==> src/rtl/csa_pkg.sv <==
// Shared defaults and helpers for the pipelined carry-select adder/subtractor.
package csa_pkg;
  localparam int CSA_WIDTH = 16;
  localparam int CSA_BLOCK = 4;

  // Number of carry-select slices, which is also the pipeline depth.
  function automatic int nb(input int width, input int block);
    return width / block;
  endfunction
endpackage

==> src/rtl/csa_slice.sv <==
// One BLOCK-bit carry-select slice: two ripple adders, one per assumed carry-in.
module csa_slice import csa_pkg::*; #(
  parameter int BLOCK = CSA_BLOCK
) (
  input  logic [BLOCK-1:0] a,
  input  logic [BLOCK-1:0] b,
  output logic [BLOCK-1:0] sum0,
  output logic             cout0,
  output logic             cmsb0,
  output logic [BLOCK-1:0] sum1,
  output logic             cout1,
  output logic             cmsb1
);
  logic [BLOCK:0] c0, c1;

  always_comb begin
    c0    = '0;
    c1    = '0;
    sum0  = '0;
    sum1  = '0;
    c1[0] = 1'b1;
    for (int i = 0; i < BLOCK; i++) begin
      sum0[i]   = a[i] ^ b[i] ^ c0[i];
      c0[i+1]   = (a[i] & b[i]) | (c0[i] & (a[i] ^ b[i]));
      sum1[i]   = a[i] ^ b[i] ^ c1[i];
      c1[i+1]   = (a[i] & b[i]) | (c1[i] & (a[i] ^ b[i]));
    end
  end

  // cmsb is the carry into the slice MSB, needed for signed overflow.
  assign cout0 = c0[BLOCK];
  assign cmsb0 = c0[BLOCK-1];
  assign cout1 = c1[BLOCK];
  assign cmsb1 = c1[BLOCK-1];
endmodule

==> src/rtl/csa_pipe_addsub.sv <==
// Pipelined carry-select add/sub: one slice resolved per stage, whole-pipe stall
// on backpressure, NB = WIDTH/BLOCK cycles of latency.
module csa_pipe_addsub import csa_pkg::*; #(
  parameter int WIDTH = CSA_WIDTH,
  parameter int BLOCK = CSA_BLOCK
) (
  input  logic             clock,
  input  logic             reset,
  input  logic             in_valid,
  output logic             in_ready,
  input  logic [WIDTH-1:0] a,
  input  logic [WIDTH-1:0] b,
  input  logic             cin,
  input  logic             sub,
  output logic             out_valid,
  input  logic             out_ready,
  output logic [WIDTH-1:0] sum,
  output logic             cout,
  output logic             ovf
);
  localparam int NB = nb(WIDTH, BLOCK);

  if (WIDTH % BLOCK != 0) begin : g_bad_cfg
    $fatal(1, "csa_pipe_addsub: WIDTH must be a multiple of BLOCK");
  end

  logic          stall, adv;
  logic [NB:1]   vld_pipe;

  assign stall     = out_valid && !out_ready;
  assign adv       = !stall;
  assign in_ready  = !stall;
  assign out_valid = vld_pipe[NB];

  always_ff @(posedge clock or posedge reset) begin
    if (reset) begin
      vld_pipe <= '0;
    end else if (adv) begin
      vld_pipe[1] <= in_valid;
      for (int k = 2; k <= NB; k++) vld_pipe[k] <= vld_pipe[k-1];
    end
  end

  // Stage s resolves slice s; operand bits above it and sum bits below it ride along.
  for (genvar s = 0; s < NB; s++) begin : g_stg
    localparam int W_IN = WIDTH - s*BLOCK;

    logic [W_IN-1:0]          ra, rb;
    logic                     ci;
    logic [BLOCK-1:0]         s0, s1, sel;
    logic                     k0, k1, m0, m1, csel;
    logic [(s+1)*BLOCK-1:0]   sum_d, sum_q;
    logic                     c_q;

    csa_slice #(.BLOCK(BLOCK)) u_slice (
      .a(ra[BLOCK-1:0]), .b(rb[BLOCK-1:0]),
      .sum0(s0), .cout0(k0), .cmsb0(m0),
      .sum1(s1), .cout1(k1), .cmsb1(m1)
    );

    assign sel  = ci ? s1 : s0;
    assign csel = ci ? k1 : k0;

    if (s == 0) begin : g_src
      assign ra    = a;
      assign rb    = sub ? ~b : b;
      assign ci    = sub | cin;
      assign sum_d = sel;
    end else begin : g_src
      assign ra    = g_stg[s-1].g_fwd.ra_q;
      assign rb    = g_stg[s-1].g_fwd.rb_q;
      assign ci    = g_stg[s-1].c_q;
      assign sum_d = {sel, g_stg[s-1].sum_q};
    end

    always_ff @(posedge clock or posedge reset) begin
      if (reset) begin
        sum_q <= '0;
        c_q   <= 1'b0;
      end else if (adv) begin
        sum_q <= sum_d;
        c_q   <= csel;
      end
    end

    if (s < NB-1) begin : g_fwd
      logic [W_IN-BLOCK-1:0] ra_q, rb_q;
      always_ff @(posedge clock or posedge reset) begin
        if (reset) begin
          ra_q <= '0;
          rb_q <= '0;
        end else if (adv) begin
          ra_q <= ra[W_IN-1:BLOCK];
          rb_q <= rb[W_IN-1:BLOCK];
        end
      end
    end else begin : g_last
      logic cm_q;
      always_ff @(posedge clock or posedge reset) begin
        if (reset)    cm_q <= 1'b0;
        else if (adv) cm_q <= ci ? m1 : m0;
      end
    end
  end

  assign sum  = g_stg[NB-1].sum_q;
  assign cout = g_stg[NB-1].c_q;
  assign ovf  = g_stg[NB-1].c_q ^ g_stg[NB-1].g_last.cm_q;
endmodule

==> config.mk <==
export PLATFORM = sky130hd
export DESIGN_NAME = csa_pipe_addsub
export DESIGN_NICKNAME = d
export VERILOG_FILES = /design/src/rtl/csa_pkg.sv /design/src/rtl/csa_slice.sv /design/src/rtl/csa_pipe_addsub.sv
export SDC_FILE = /design/constraint.sdc
export NUM_CORES = 1
export LEC_CHECK = 0
export ABC_AREA = 0
export BUFFER_PORTS_ARGS = -buffer_cell sky130_fd_sc_hd__buf_2
export CAP_MARGIN = 30
export CORE_ASPECT_RATIO = 0.6
export CORE_MARGIN = 2
export CORE_UTILIZATION = 55
export DETAILED_ROUTE_END_ITERATION = 12
export HOLD_SLACK_MARGIN = 0.12
export PLACE_DENSITY = 0.84
export SLEW_MARGIN = 20
export SYNTH_ARGS = -nofsm -noshare
export SYNTH_HDL_FRONTEND = slang
export SYNTH_SLANG_ARGS = --single-unit
==> constraint.sdc <==
create_clock -name clock -period 4.15 [get_ports clock]
set_input_delay 0.6225 -clock clock [delete_from_list [all_inputs] [get_ports clock]]
set_output_delay 0.6225 -clock clock [all_outputs]
set_load 0.1 [all_outputs]
---- Yosys cells after proc, flatten, opt, wreduce, memory -nomap -nowiden ----
Index checks and enable logic that the tools add are counted.
word-level totals
  register bits ........................... 97
  bits in latches ......................... 0
  bits in writable memories ............... 0
  ROM bits ................................ 0
  input port bits ......................... 38
  output and inout bits ................... 20
  memories ................................ 0
cells by class
  add/sub/neg operators ................... 0
  $mul .................................... 0
  div/mod/pow operators ................... 0
  order comparisons ....................... 0
  eq/ne operators ......................... 0
  shift operators ......................... 0
  mux-type cells .......................... 10
  bitwise gates (word level) .............. 115
  reduce and logical (&&, ||, !) cells .... 3
operators by type and width
  kind                 number
  $xor A1 B1 Y1        41
  $and A1 B1 Y1        40
  $or A1 B1 Y1         29
  $mux W16             1
  $mux W4              4
  $not A16 Y16         1
  $mux W1              5
  $not A1 Y1           4
  $logic_not A1 Y1     2
  $logic_and A1 B1 Y1  1

---- Logic depth before layout (Yosys ltp) ----
Gate-level depths: netlist of the first run.
  depth in word-level cells ............... 11
  mapped depth ............................ 11

---- Cells and area by module ----
From an unflattened synthesis of the first run, not the netlist that was laid out.
unflattened totals
  cells, all modules ...................... 341
  area, all modules ....................... 4,850.9 um^2
modules (own cells, without submodules)
  module           instances  cells an instance  area each (um^2)
  csa_pipe_addsub  1          261                4,090.2
  csa_slice        4          20                 190.2

---- Worst setup path before layout of the first run ----
OpenSTA, ideal clock, no wires.
  kind .................................... register to output
  from .................................... register g_stg[3].c_q (netlist: cout)
  to ...................................... output port ovf
  arrival ................................. 2.428 ns
  data required time ...................... 3.527 ns
  slack ................................... 1.100 ns
  cell stages (with the launch flop) ...... 2
  buffers on the path ..................... 0
  path through ............................ dfrtp_1 -> xor2_1
between the ends
  word-level cells in the longest chain between the ends .. 1
RTL lines
  what                      RTL line                text
  start: declaration        csa_pipe_addsub.sv:53   logic c_q;
  start signal: assignment  csa_pipe_addsub.sv:82   c_q <= csel;
  $xor A1 B1 Y1             csa_pipe_addsub.sv:108  assign ovf = g_stg[NB-1].c_q ^ g_stg[NB-1].g_last.cm_q;
  end: declaration          csa_pipe_addsub.sv:19   output logic ovf
Every way passes these cells.

---- Final worst setup path of the first run ----
  from .................................... input port sub
  to ...................................... register g_stg[0].sum_q[3]
between the ends
  word-level cells in the longest chain between the ends .. 9
  elaborated cells between the ends (all ways) .. 21
RTL lines
  what                                                   RTL line               text
  start: declaration                                     csa_pipe_addsub.sv:14  input logic sub,
  $mux W16                                               csa_pipe_addsub.sv:66  assign rb = sub ? ~b : b;
  $and A1 B1 Y1 / $xor A1 B1 Y1 (equally long branches)  n/a
  $or A1 B1 Y1                                           csa_slice.sv:26        c1[i+1] = (a[i] & b[i]) | (c1[i] & (a[i] ^ b[i]));
  $and A1 B1 Y1                                          csa_slice.sv:26
  $or A1 B1 Y1                                           csa_slice.sv:26
  $and A1 B1 Y1                                          csa_slice.sv:26
  $or A1 B1 Y1                                           csa_slice.sv:26
  $xor A1 B1 Y1                                          csa_slice.sv:25        sum1[i] = a[i] ^ b[i] ^ c1[i];
  $mux W4 (*)                                            csa_pipe_addsub.sv:61  assign sel = ci ? s1 : s0;
  named net g_stg[0].sel[3]                              csa_pipe_addsub.sv:50  logic [BLOCK-1:0] s0, s1, sel;
  end signal: assignment                                 csa_pipe_addsub.sv:81  sum_q <= sum_d;
  end: declaration                                       csa_pipe_addsub.sv:52  logic [(s+1)*BLOCK-1:0] sum_d, sum_q;
The timed path passes the listed nets; every way through them passes the cells marked *.
A chain may end at the register's enable or synchronous reset.

==> results.txt, run 1 <==
- Final routed DRC violation total: 0
- Worst Path Arrival: 2.85 ns
- Library cell appearing most often on the critical path: fa_1
- Clock latency on the worst-skew pair, taken at its later pin, is 0.33 ns.
- Counting every net in the synthesized netlist gives 347.
* First DRT Iteration DRCs: 104
- The clock passes through at most 2 buffers.
* Antenna violation net count after detailed routing: 0
* Maximum number of pins on one net before global-route repair: 77
* Number of hold violations in the final report: 0
- On the critical path the largest part of the delay comes from adder cells.
- Number of antenna violations at the first check in global routing: 0
- The cell area that synthesis handed to floorplanning was 4330 um2.
- The first detailed-routing pass took 4 iterations.
- Setup TNS after final layout: 0 ns
* Count of buffer and inverter cells on the critical path: 3
- Fraction of layout instances using a drive strength above 1: 46.5%
- The floorplan has 24 rows.
- In the synthesized netlist, the number of instances is 289.
- After the last flow step, the layout net total stands at 407.
- CTS built an H-tree with a depth of 3.
* # clock sinks: 97
- Core Region: 7450 um2
* Via count of the first global-routing pass: 2491
- Effective utilization at floorplan: 58.1%
* Number of buffers added by the clock tree synthesis step: 9
- The analysis attributes to cell leakage a power of 2.25 nW.
* Hold Slack: 0.320 ns
- The first global-routing pass estimated 12.0 mm of wire.
* Global-route usage over all layers: 18.5%
- Using the TritonRoute via totals, the vias-per-cell ratio works out to 5.11.
- Clock-pin slew on the worst setup and hold paths: 0.06 ns
- Number of buffers inserted by hold repair at cts: 0
- Share of the clock period used by the worst path after layout: 63.2%
- Setup violations remaining at the end of the flow were counted as 0.
* Min-delay worst type: input port to async pin
- Post-DR wirelength/cell: 15.4 um
- Highest Signal Layer: met4
- dfrtp_1 takes more of the synthesized area than any other cell.
- Highest net fanout along the worst path: 2
* Top cells by area, synth: dfrtp_1 (56%), mux2_2 (22%), fa_1 (5.6%)
- Maximum clock skew at final layout: 0.00285 ns
- Once the clock tree was built, the resizer swapped 0 gates to a different size.
- After legalization and detailed placement, the total HPWL measured 4.77 mm.
* Run status: completed
- The signal on the critical path passes through buf_2, xor2_1, inv_1, ha_1, o21ai_0, o31ai_1, fa_1, fa_1, inv_1, fa_1, mux2_2.
- Diode insertion count for antenna repair: 0
- In this run the tool buffered the top-level ports with 57 buffer cells.
- Wires add up to 7.03 mm.
- Dividing the synthesized area by the synthesized cell count gives 15.0 um2.
* Crit-path max cell delay: 0.40 ns
- Sequential cell area fraction in the yosys report: 56.1%
- Worst-path cell with the longest stage delay: fa_1
* Final core area utilization: 66.2%
* Portion of synthesized cell area occupied by the leading cell type: 56.1%
- In this run the number of cells on the critical path is 11.
* Max-Slew Margin vs Limit: 46.7%
- Top Ports: 58
- Clock root cell: clkbuf_16
- Worst setup slack before clock tree synthesis: 1.16 ns
* Met2 wirelength from detailed routing: 3.31 mm
* Total routed wire length on the met1 layer: 3.31 mm
- Height of the chip: 72.7 um
* Width of the chip: 118 um
- Buffer count from post-CTS setup fixing: 0
- Cell area power density: 868 nW/um2
* Overall die area: 8610 um2
- Final weighted congestion in routability-driven placement: 0.749
- STA classifies the critical path startpoint as an input port.
- Minimum period implied by the final worst setup slack: 2.62 ns
* Area growth from synthesis to layout: 14.1%
- Worst path required time: 4.37 ns
- Vias post-DR: 2337
- Total congestion overflow: 0
* Unrepaired setup endpoints after global routing: no
* Element type at the critical path end: flop
* Smallest setup slack after layout: 1.53 ns
- Synthesis inferred 97 register bits.
- The Yosys step of the flow raised 0 warnings.
* Number of max-cap violations: 0
- Number of pins exceeding their max-slew limit in the final report: 0
* Peak VDD IR: 0.000343 V
- Type of the worst setup path: input port to flop
* TritonCTS clock tree: built
- Measured in cells, the most critical reg-to-reg path has a length of 9.
- Wire segments on met3 add up to 319 um in the final route.
- Based on the critical path, the design can be clocked at up to 381 MHz.
* Number of distinct library cells after synthesis: 22
* Worst slew pin tran: 0.800 ns
==> routing by layer <==
layer  vias to the layer above  GRT usage, %
li1                       1086             -
met1                      1199          24.9
met2                        43          29.5
met3                         9          5.39
met4                         0          6.35
met5                         -             0
==> final cells by class <==
class,instances,area (um2)
sequential,97,2430
multi-input combinational,154,1680
inverter,25,96.3
timing repair buffer,62,335
clock inverter,3,17.5
fill,587,2510
clock buffer,12,246
tap,104,130
==> cells in the final DEF (no fill, tap or decap), types with 4 or more instances in the layout <==
cell type  count
a21oi_1        8
buf_2         57
buf_4          4
clkbuf_16      9
dfrtp_1       97
fa_1          12
ha_1           8
inv_1         23
mux2_2        86
mux2i_1        4
nor3b_1        7
xnor2_1        4
xor2_1        16
==> where the power goes <==
part	internal, mW	total (mW)	leakage (nW)	switching, mW
sequential	1.38	1.63	1.12	0.250
combinational	0.688	1.92	1.00	1.23
clock	0.417	0.737	0.128	0.320
total	2.48	4.28	2.25	1.80
==> cells in the mapped netlist (all sizes together) <==
library cell and n:
ha 8, nor2b 1, o21a 1, inv 25, buf 13, fa 12, nand2b 1, o31ai 2
xnor2 4, mux2i 4, o21ai 1, nor3 1, nand3b 1, dfrtp 97, nor2 1, mux2 86
a21oi 8, xor2 16, nor3b 7
==> worst register-to-register path, stage by stage, from the launching register on <==
cell,delay (ns)
dfrtp_1,0.38
inv_1,0.06
ha_1,0.19
a21oi_1,0.21
fa_1,0.21
inv_1,0.06
fa_1,0.35
inv_1,0.10
fa_1,0.39
mux2_2,0.27
==> path summary, 6_finish.rpt <==
path / start / to / slack, ns
max in group asynchronous: reset / g_stg[0].g_fwd.rb_q[0] / 2.92
worst min-delay path: reset / sum[13] / 0.32
min in group clock: vld_pipe[3] / vld_pipe[4] / 0.46
worst max register to register: g_stg[2].g_fwd.ra_q[0] / sum[15] / 1.84
worst min register to register: vld_pipe[3] / vld_pipe[4] / 0.46
worst max-delay path: sub / g_stg[0].sum_q[3] / 1.53
==> cell families (layout without fill, tap and decap cells) <==
kind of cell / after synthesis / in the layout / synth area share [%]
and+or+nand+nor: 12 / 12 / 2.05
buffers and inverters: 38 / 102 / 5.03
AOI/OAI and AO/OA: 12 / 12 / 1.56
adders and majority gates: 20 / 20 / 7.87
DFF: 97 / 97 / 56.1
xor gates and xnor gates: 20 / 20 / 4.05
muxes: 90 / 90 / 23.3
==> stage by stage <==
stage | area [um2] | cells | total power, mW
6_report | 4930 | 457 | 4.28
3_3_place_gp | 4650 | 441 | 3.50
4_1_cts | 4910 | 456 | 4.33
3_5_place_dp | 4650 | 441 | 3.58
5_1_grt | 4930 | 457 | 4.56
2_1_floorplan | 4330 | 289 | 3.24
==> state kept, by name, indices dropped and copies added, names as in the netlist <==
signal and flops:
g_stg.g_fwd.ra_q 24, g_stg.g_fwd.rb_q 24, g_stg.sum_q 24, sum 16, vld_pipe 4, g_stg.c_q 3
cout 1, g_stg.g_last.cm_q 1
No activity file was read; power rests on OpenSTA's default activity.
==> run 2: changes to the inputs <==
--- a/config.mk
+++ b/config.mk
@@ -10,10 +10,10 @@
 export CAP_MARGIN = 30
 export CORE_ASPECT_RATIO = 0.6
 export CORE_MARGIN = 2
-export CORE_UTILIZATION = 55
+export CORE_UTILIZATION = 52
 export DETAILED_ROUTE_END_ITERATION = 12
 export HOLD_SLACK_MARGIN = 0.12
-export PLACE_DENSITY = 0.84
+export PLACE_DENSITY = 0.83
 export SLEW_MARGIN = 20
 export SYNTH_ARGS = -nofsm -noshare
 export SYNTH_HDL_FRONTEND = slang
==> constraint.sdc (replaced) <==
create_clock -name clock -period 2.17 [get_ports clock]
set_input_delay 0.3255 -clock clock [delete_from_list [all_inputs] [get_ports clock]]
set_output_delay 0.3255 -clock clock [all_outputs]
set_load 0.1 [all_outputs]
==> results.txt, run 2 (synthesized netlist as in run 1, its figures left out) <==
- The flow ran to the end, but the final reports show violations.
- The checks that failed: setup timing.
- The global routing usage on met1 came to 23.9% (-0.96 points).
- Element type at the critical path end: flop
* TritonCTS clock tree: built
- Count of buffer and inverter cells on the critical path: 3 (unchanged)
- The total of max-cap violations is 0 (unchanged).
- Clock share of power: 18.9% (+1.7 points)
* Number of pins exceeding their max-slew limit in the final report: 0 (unchanged)
* Via count of the first global-routing pass: 2572 (+3.3%)
- Worst path required time: 2.39 ns (-1.98 ns)
- The fraction of layout instances using a drive strength above 1 was 55.6% (+9.2 points).
* Post-DR wirelength/cell: 16.0 um (+3.7%)
- The detailed placer's ending HPWL came to 4.98 mm (+4.4%).
* Maximum number of pins on one net before global-route repair: 98 (+27%)
* Highest-count cells in the layout ignoring fill and taps: dfrtp_1 (97), mux2_2 (84), buf_2 (56), inv_1 (18), buf_4 (15)
- Min-delay worst type: input port to async pin
- The number of vias in the routed layout was 2378 (+1.8%).
* Met3 usage: 4.09% (-1.3 points)
* Startpoint of the worst register-to-register path: g_stg[2].g_fwd.rb_q[0]
- Minimum period implied by the final worst setup slack: 2.24 ns
* Setup violators final: 2 (+2)
* Diode insertion count for antenna repair: 0 (unchanged)
* Number of buffers inserted by hold repair at cts: 0 (unchanged)
* Number of buffers inserted by port buffering: 57 (unchanged)
- The worst endpoint data arrival time came to 2.46 ns (-0.39 ns).
- Logic gate share of total power: 45.3% (+0.5 points)
- Clk_lat worst skew: 0.33 ns (about the same)
* Via density: 5.03 (-1.7%)
* Depth of the CTS H-tree: 3 (unchanged)
- Walking the worst path, the cells encountered are inv_1, ha_2, a21oi_2, fa_2, inv_2, fa_2, inv_2, fa_2, mux2_4.
- The number of instances in the placed design is 453 (+2.7%).
- The remaining max-slew budget at the tightest pin was 66.7% (+20 points).
- Cell area power density: 1680 nW/um2 (+93%)
- The internal power summed over all cells was 5.11 mW (+110%).
- Number of nets in the layout: 418 (+2.7%)
- Total congestion overflow: 0 (unchanged)
- Clock root cell: clkbuf_16
* Smallest setup slack after layout: -0.0738 ns (-1.60 ns)
- Met2 Use GR: 32.8% (+3.3 points)
- The overall die height was 74.6 um (+2.7%).
* Total iterations of the first detailed-routing run: 4 (unchanged)
- The flip-flop and latch area was 2430 um2 (unchanged).
* Register-to-register setup slack: -0.07 ns (-1.91 ns)
* Highest net fanout along the worst path: 3 (+1)
* Global-route usage over all layers: 18.8% (+0.30 points)
- The worst-case clock buffer depth is 2 (unchanged).
- The final antenna-violating net count is 0 (unchanged).
* Setup TNS after final layout: -0.111 ns (-0.111 ns)
- Share of the clock period used by the worst path after layout: 103%
- Fill count: 604 (+2.9%)
* Effective utilization at floorplan: 54.2% (-3.9 points)
- For this run, the top clock speed supported by timing is 446 MHz.
- The number of CTS-inserted buffers is 9 (unchanged).
- The maximum cell stage delay along the critical path came to 0.41 ns (about the same).
* Overall die area: 9090 um2 (+5.5%)
* Width of the chip: 122 um (+2.8%)
* Clock-pin slew on the worst setup and hold paths: 0.06 ns (about the same)
- The static power due to leakage came to 2.34 nW (+3.6%).
- First DRT Iteration DRCs: 111 (+6.7%)
* Final routed DRC violation total: 0 (unchanged)
- # clock sinks: 97 (unchanged)
- Core Region: 7980 um2 (+7.1%)
- Detailed Route WL: 7.55 mm (+7.3%)
- The routability-driven placement congestion ratio was 0.721 (-3.7%).
- Net switching fraction of the power: 41.2% (-0.89 points)
- Worst-path cell with the longest stage delay: fa_2
- The actual transition at the worst max-transition pin was 0.499 ns (-0.301 ns).
* Total power of the final layout: 8.68 mW (+100%)
* Final std cells w/o fill: 473 (+3.5%)
- The global-route wire length before repair is 12.7 mm (+5.6%).
- The number of standard-cell rows in the floorplan came to 25 (+4.2%).
- Largest registers: g_stg.g_fwd.ra_q: 24 flops, g_stg.g_fwd.rb_q: 24 flops, g_stg.sum_q: 24 flops
- Peak VDD IR: 0.000750 V (+120%)
- STA classifies the critical path startpoint as a flop.
* Reg-to-Reg End: sum[15]
* Combined area of the multi-input logic cells: 1780 um2 (+6.0%)
- The number of hold-slack violations in the final timing report was 0 (unchanged).
* Maximum clock skew at final layout: 0.00370 ns (+0.000847 ns)
* Area growth from synthesis to layout: 19.8%
- Number of antenna violations at the first check in global routing: 0 (unchanged)
- Power spent charging and discharging nets: 3.57 mW (+98%)
* Unrepaired setup endpoints after global routing: yes
- Among the stages of the critical path, the cell type that occurs most often is fa_2.
* Grt peak-use layer: met2
- Hold Slack: 0.123 ns (-0.197 ns)
* Type of the worst setup path: flop to flop
- Cell count of the worst reg-to-reg path: 9 (unchanged)
- The register share of total power was 35.9% (-2.1 points).
- The library cell used most frequently in the layout, excluding fill and tap cells, is dfrtp_1.
- Top Ports: 58 (unchanged)
- Launch point of the worst path: g_stg[2].g_fwd.rb_q[0]
* Dominant delay contributor by cell family on the critical path: adder cells
run 2: cell types whose count changed in the layout (fill, tap and decap cells not counted), sizes merged:
| cell | before | now |
|---|---|---|
| buf | 62 | 73 |
| bufinv | 0 | 2 |
| clkbuf | 12 | 9 |
| clkinv | 2 | 5 |
| inv | 25 | 24 |
run 2: worst reg2reg max path, cell delays in order, from the launching register on:
cell and delay, ns:
dfrtp_1 0.39, inv_1 0.07, ha_2 0.17, a21oi_2 0.15, fa_2 0.22, inv_2 0.04
fa_2 0.33, inv_2 0.08, fa_2 0.41, mux2_4 0.28
run 2: layout make-up:
type	instances	area share, %
Clock inverter	7	1.64
Tap cell	108	2.61
Clock buffer	9	4.35
Multi-Input combinational cell	154	34.4
Timing Repair Buffer	73	8.26
Inverter	25	1.88
Sequential cell	97	46.9
run 2: power by group through the flow:
stage	clock network [mW]	registers [mW]	logic [mW]
5_1_grt	1.78	3.23	4.23
3_5_place_dp	0	3.14	3.79
4_1_cts	1.68	3.12	3.91
6_report	1.64	3.12	3.93
2_1_floorplan	0	4.27	1.97
3_3_place_gp	0	3.09	3.66
run 2: stage by stage:
stage | instance area, um2 | util [%] | worst slack, ns
2_1_floorplan | 4390 | - | -0.356
3_3_place_gp | 4770 | 59.9 | -0.400
3_5_place_dp | 4770 | 59.9 | -0.487
4_1_cts | 5140 | 64.5 | -0.0726
5_1_grt | 5180 | 64.9 | -0.168
6_report | 5180 | 64.9 | -0.0738
run 2: worst max-delay path by stage:
stage / end / cells after the start
CTS: sum[15] / 9
floorplan: g_stg[0].sum_q[3] / 11
detailed placement: g_stg[0].sum_q[3] / 11
finish: sum[15] / 9
global route: sum[15] / 9
global placement: g_stg[0].sum_q[3] / 11
run 2: what timing repair did:
action | 4_1_cts | 5_1_grt
endpoints found under the setup margin | 6 | 5
pin swaps | 7 | 2
gates cloned | 0 | 0
setup buffers | 2 | 2
resized for setup | 15 | 8
run 2: per-layer routing:
| layer | share of wire (%) | up-vias |
|---|---|---|
| li1 | - | 1105 |
| met1 | 44 | 1223 |
| met2 | 51 | 43 |
| met3 | 3.8 | 7 |
| met4 | 1.0 | 0 |
| met5 | 0 | - |
==> run 3: changes to the inputs <==
--- a/config.mk
+++ b/config.mk
@@ -8,12 +8,14 @@
 export ABC_AREA = 0
 export BUFFER_PORTS_ARGS = -buffer_cell sky130_fd_sc_hd__buf_2
 export CAP_MARGIN = 30
+export CELL_PAD_IN_SITES_DETAIL_PLACEMENT = 1
+export CELL_PAD_IN_SITES_GLOBAL_PLACEMENT = 2
 export CORE_ASPECT_RATIO = 0.6
 export CORE_MARGIN = 2
-export CORE_UTILIZATION = 52
+export CORE_UTILIZATION = 41
 export DETAILED_ROUTE_END_ITERATION = 12
 export HOLD_SLACK_MARGIN = 0.12
-export PLACE_DENSITY = 0.83
+export PLACE_DENSITY = 0.87
 export SLEW_MARGIN = 20
 export SYNTH_ARGS = -nofsm -noshare
 export SYNTH_HDL_FRONTEND = slang
==> constraint.sdc (replaced) <==
create_clock -name clock -period 2.55 [get_ports clock]
set_input_delay 0.3825 -clock clock [delete_from_list [all_inputs] [get_ports clock]]
set_output_delay 0.3825 -clock clock [all_outputs]
set_load 0.1 [all_outputs]
==> results.txt, run 3 (synthesized netlist as in run 1, its figures left out) <==
* Run status: completed
- The actual transition at the worst max-transition pin is 0.823 ns (+0.324 ns).
- Unrepaired setup endpoints after global routing: no
- The count of hold-fix buffers inserted at cts is 0 (unchanged).
- Diode insertion count for antenna repair: 0 (unchanged)
- The cell sitting at the root of the clock tree is a clkbuf_16.
* Type of the worst setup path: flop to flop
- The number of clock sinks seen by CTS is 97 (unchanged).
- The first-pass iteration count of the detailed router is 4 (unchanged).
- Static leakage: 2.29 nW (-2.0%)
- First-pass GRT wire length: 13.7 mm (+7.4%)
- Setup TNS after final layout: 0 ns (+0.111 ns)
- Met2 wirelength from detailed routing: 3.87 mm (-0.36%)
- FMAX: 422 MHz (-5.3%)
* Reg-to-Reg End: sum[15]
* Depth of the CTS H-tree: 3 (unchanged)
- Power spent charging and discharging nets: 3.07 mW (-14%)
- The starting DRC count in detailed routing is 75 (-32%).
- Buffer count from post-CTS setup fixing: 0 (-2)
- The number of hold-slack violations in the final timing report was 0 (unchanged).
* Area growth from synthesis to layout: 17.4%
- The biggest fanout along the worst timing path came to 3 (unchanged).
- Maximum clock skew at final layout: 0.00402 ns (+0.000318 ns)
- Final weighted congestion in routability-driven placement: 0.726 (+0.69%)
* Final routed DRC violation total: 0 (unchanged)
* Global-route usage over all layers: 15.8% (-3.0 points)
* Most common cell after layout, fill and taps aside: dfrtp_1
* Seq pwr share: 36.2% (+0.3 points)
- Element type at the critical path end: flop
- Detailed Route WL: 8.08 mm (+7.0%)
- The maximum number of pins on one net before global-route repair came to 98 (unchanged).
- Net switching fraction of the power: 41.9% (+0.75 points)
- The clock insertion delay at the later pin of the skew report is 0.34 ns (about the same).
- The total of max-cap violations was 0 (unchanged).
* Number of buffers inserted by port buffering: 57 (unchanged)
- The via count of the first global-routing pass is 2638 (+2.6%).
* Number of pins exceeding their max-slew limit in the final report: 0 (unchanged)
- Effective utilization at floorplan: 43.0% (-11 points)
- The number of setup violations in the final report was 0 (-2).
- The number of vias in the routed layout was 2340 (-1.6%).
* Clock share of power: 19.6% (+0.7 points)
* CTS-repair resized insts: 0 (-15)
- The length of routed met3 wiring is 338 um (+17%).
- The setup slack of the worst register-to-register path is 0.18 ns (+0.25 ns).
* Startpoint of the worst register-to-register path: g_stg[2].g_fwd.ra_q[0]
* Core Region: 10100 um2 (+26%)
- Logic gate share of total power: 44.2% (-1.1 points)
* Via density: 4.77 (-5.2%)
* Minimum period implied by the final worst setup slack: 2.37 ns (+0.126 ns)
- The setup slack of the critical path after layout is 0.181 ns (+0.254 ns).
- The number of nets in the finished design was 409 (-2.2%).
* Internal Dissipation: 4.26 mW (-17%)
* HPWL after detailed placement: 5.59 mm (+12%)
- The final clock period utilization by the worst path is 92.9% (-10 points).
- The area of the die is 11400 um2 (+26%).
- STA classifies the critical path startpoint as a flop.
- The final antenna-violating net count is 0 (unchanged).
* Top Ports: 58 (unchanged)
* Largest registers: g_stg.g_fwd.ra_q: 24 flops, g_stg.g_fwd.rb_q: 24 flops, g_stg.sum_q: 24 flops
- The overall die height is 83.6 um (+12%).
- The final-layout fill cell count is 1003 (+66%).
- Worst path required time: 2.78 ns (+0.39 ns)
- Total congestion overflow: 0 (unchanged)
* Max-Slew Margin vs Limit: 45.1% (-22 points)
* Number of antenna violations at the first check in global routing: 0 (unchanged)
- Leaving out fill and tap cells, the most frequent cells in the layout are dfrtp_1 (97), mux2_2 (85), buf_2 (57), inv_1 (22), xor2_1 (14).
- Worst setup slack before clock tree synthesis: -0.174 ns (+0.313 ns)
* Worst Path Arrival: 2.60 ns (+0.14 ns)
- The number of CTS-inserted buffers came to 9 (unchanged).
- The clock-pin transition on the worst setup and hold timing paths came to 0.07 ns (about the same).
* TritonCTS clock tree: built
* Width of the chip: 137 um (+12%)
* Cell count of the worst reg-to-reg path: 9 (unchanged)
- The met1 layer wirelength in the final routing was 3.74 mm (+13%).
* Cell area power density: 1440 nW/um2 (-14%)
- The average wire per cell in the routed design is 16.5 um (+3.1%).
* Fraction of layout instances using a drive strength above 1: 49.4% (-6.2 points)
* Deepest clock path buffer count: 2 (unchanged)
- After detailed routing, no signal wire sits above met4.
- Total number of placement rows: 28 (+12%)
* Peak VDD IR: 0.000799 V (+6.6%)
* Min-delay worst type: input port to async pin
## run 3: worst max path at each step
stage / cells past startpoint / start / end / slack, ns
2_1_floorplan: 11 / sub / g_stg[0].sum_q[3] / -0.03
3_3_place_gp: 11 / sub / g_stg[0].sum_q[3] / -0.1
3_5_place_dp: 11 / sub / g_stg[0].sum_q[3] / -0.17
4_1_cts: 9 / g_stg[2].g_fwd.ra_q[0] / sum[15] / 0.18
5_1_grt: 9 / g_stg[2].g_fwd.ra_q[0] / sum[15] / 0.06
6_report: 9 / g_stg[2].g_fwd.ra_q[0] / sum[15] / 0.18
## run 3: metrics by stage
stage               utilization, %  instance area, um2  hold WS, ns  power (mW)  std cells
floorplan                        -                4380        0.428        5.30        289
global placement              47.3                4760        0.484        5.81        475
detailed placement            47.3                4760        0.473        5.97        475
CTS                           50.5                5080        0.209        7.46        491
global route                  50.5                5080        0.227        7.81        491
finish                        50.5                5080        0.183        7.34        491
## run 3: cell type report
class	count	area, um2	area share [%]
Inverter	25	97.6	1.92
Tap cell	135	169	3.33
Clock inverter	6	90.1	1.77
Clock buffer	10	229	4.51
Timing Repair Buffer	64	350	6.90
Multi-Input combinational cell	154	1720	33.8
Sequential cell	97	2430	47.8
## run 3: power by group through the flow
| stage | registers (mW) | clock network [mW] | logic (mW) |
|---|---|---|---|
| 4_1_cts | 2.67 | 1.48 | 3.31 |
| 3_3_place_gp | 2.64 | 0 | 3.17 |
| 3_5_place_dp | 2.69 | 0 | 3.27 |
| 6_report | 2.65 | 1.44 | 3.24 |
| 5_1_grt | 2.76 | 1.54 | 3.50 |
| 2_1_floorplan | 3.62 | 0 | 1.67 |
## run 3: critical path, cell delays in order (launching register included)
cell	delay (ns)
dfrtp_1	0.37
inv_1	0.05
ha_1	0.18
a21oi_1	0.25
fa_1	0.22
inv_1	0.05
fa_1	0.36
inv_1	0.11
fa_1	0.39
mux2_2	0.26
## run 3: metal layers
| layer | GRT usage, % | vias to the layer above |
|---|---|---|
| met4 | 4.73 | 0 |
| met1 | 20.6 | 1197 |
| met2 | 25.3 | 41 |
| li1 | - | 1091 |
| met3 | 4.86 | 11 |
| met5 | 0 | - |
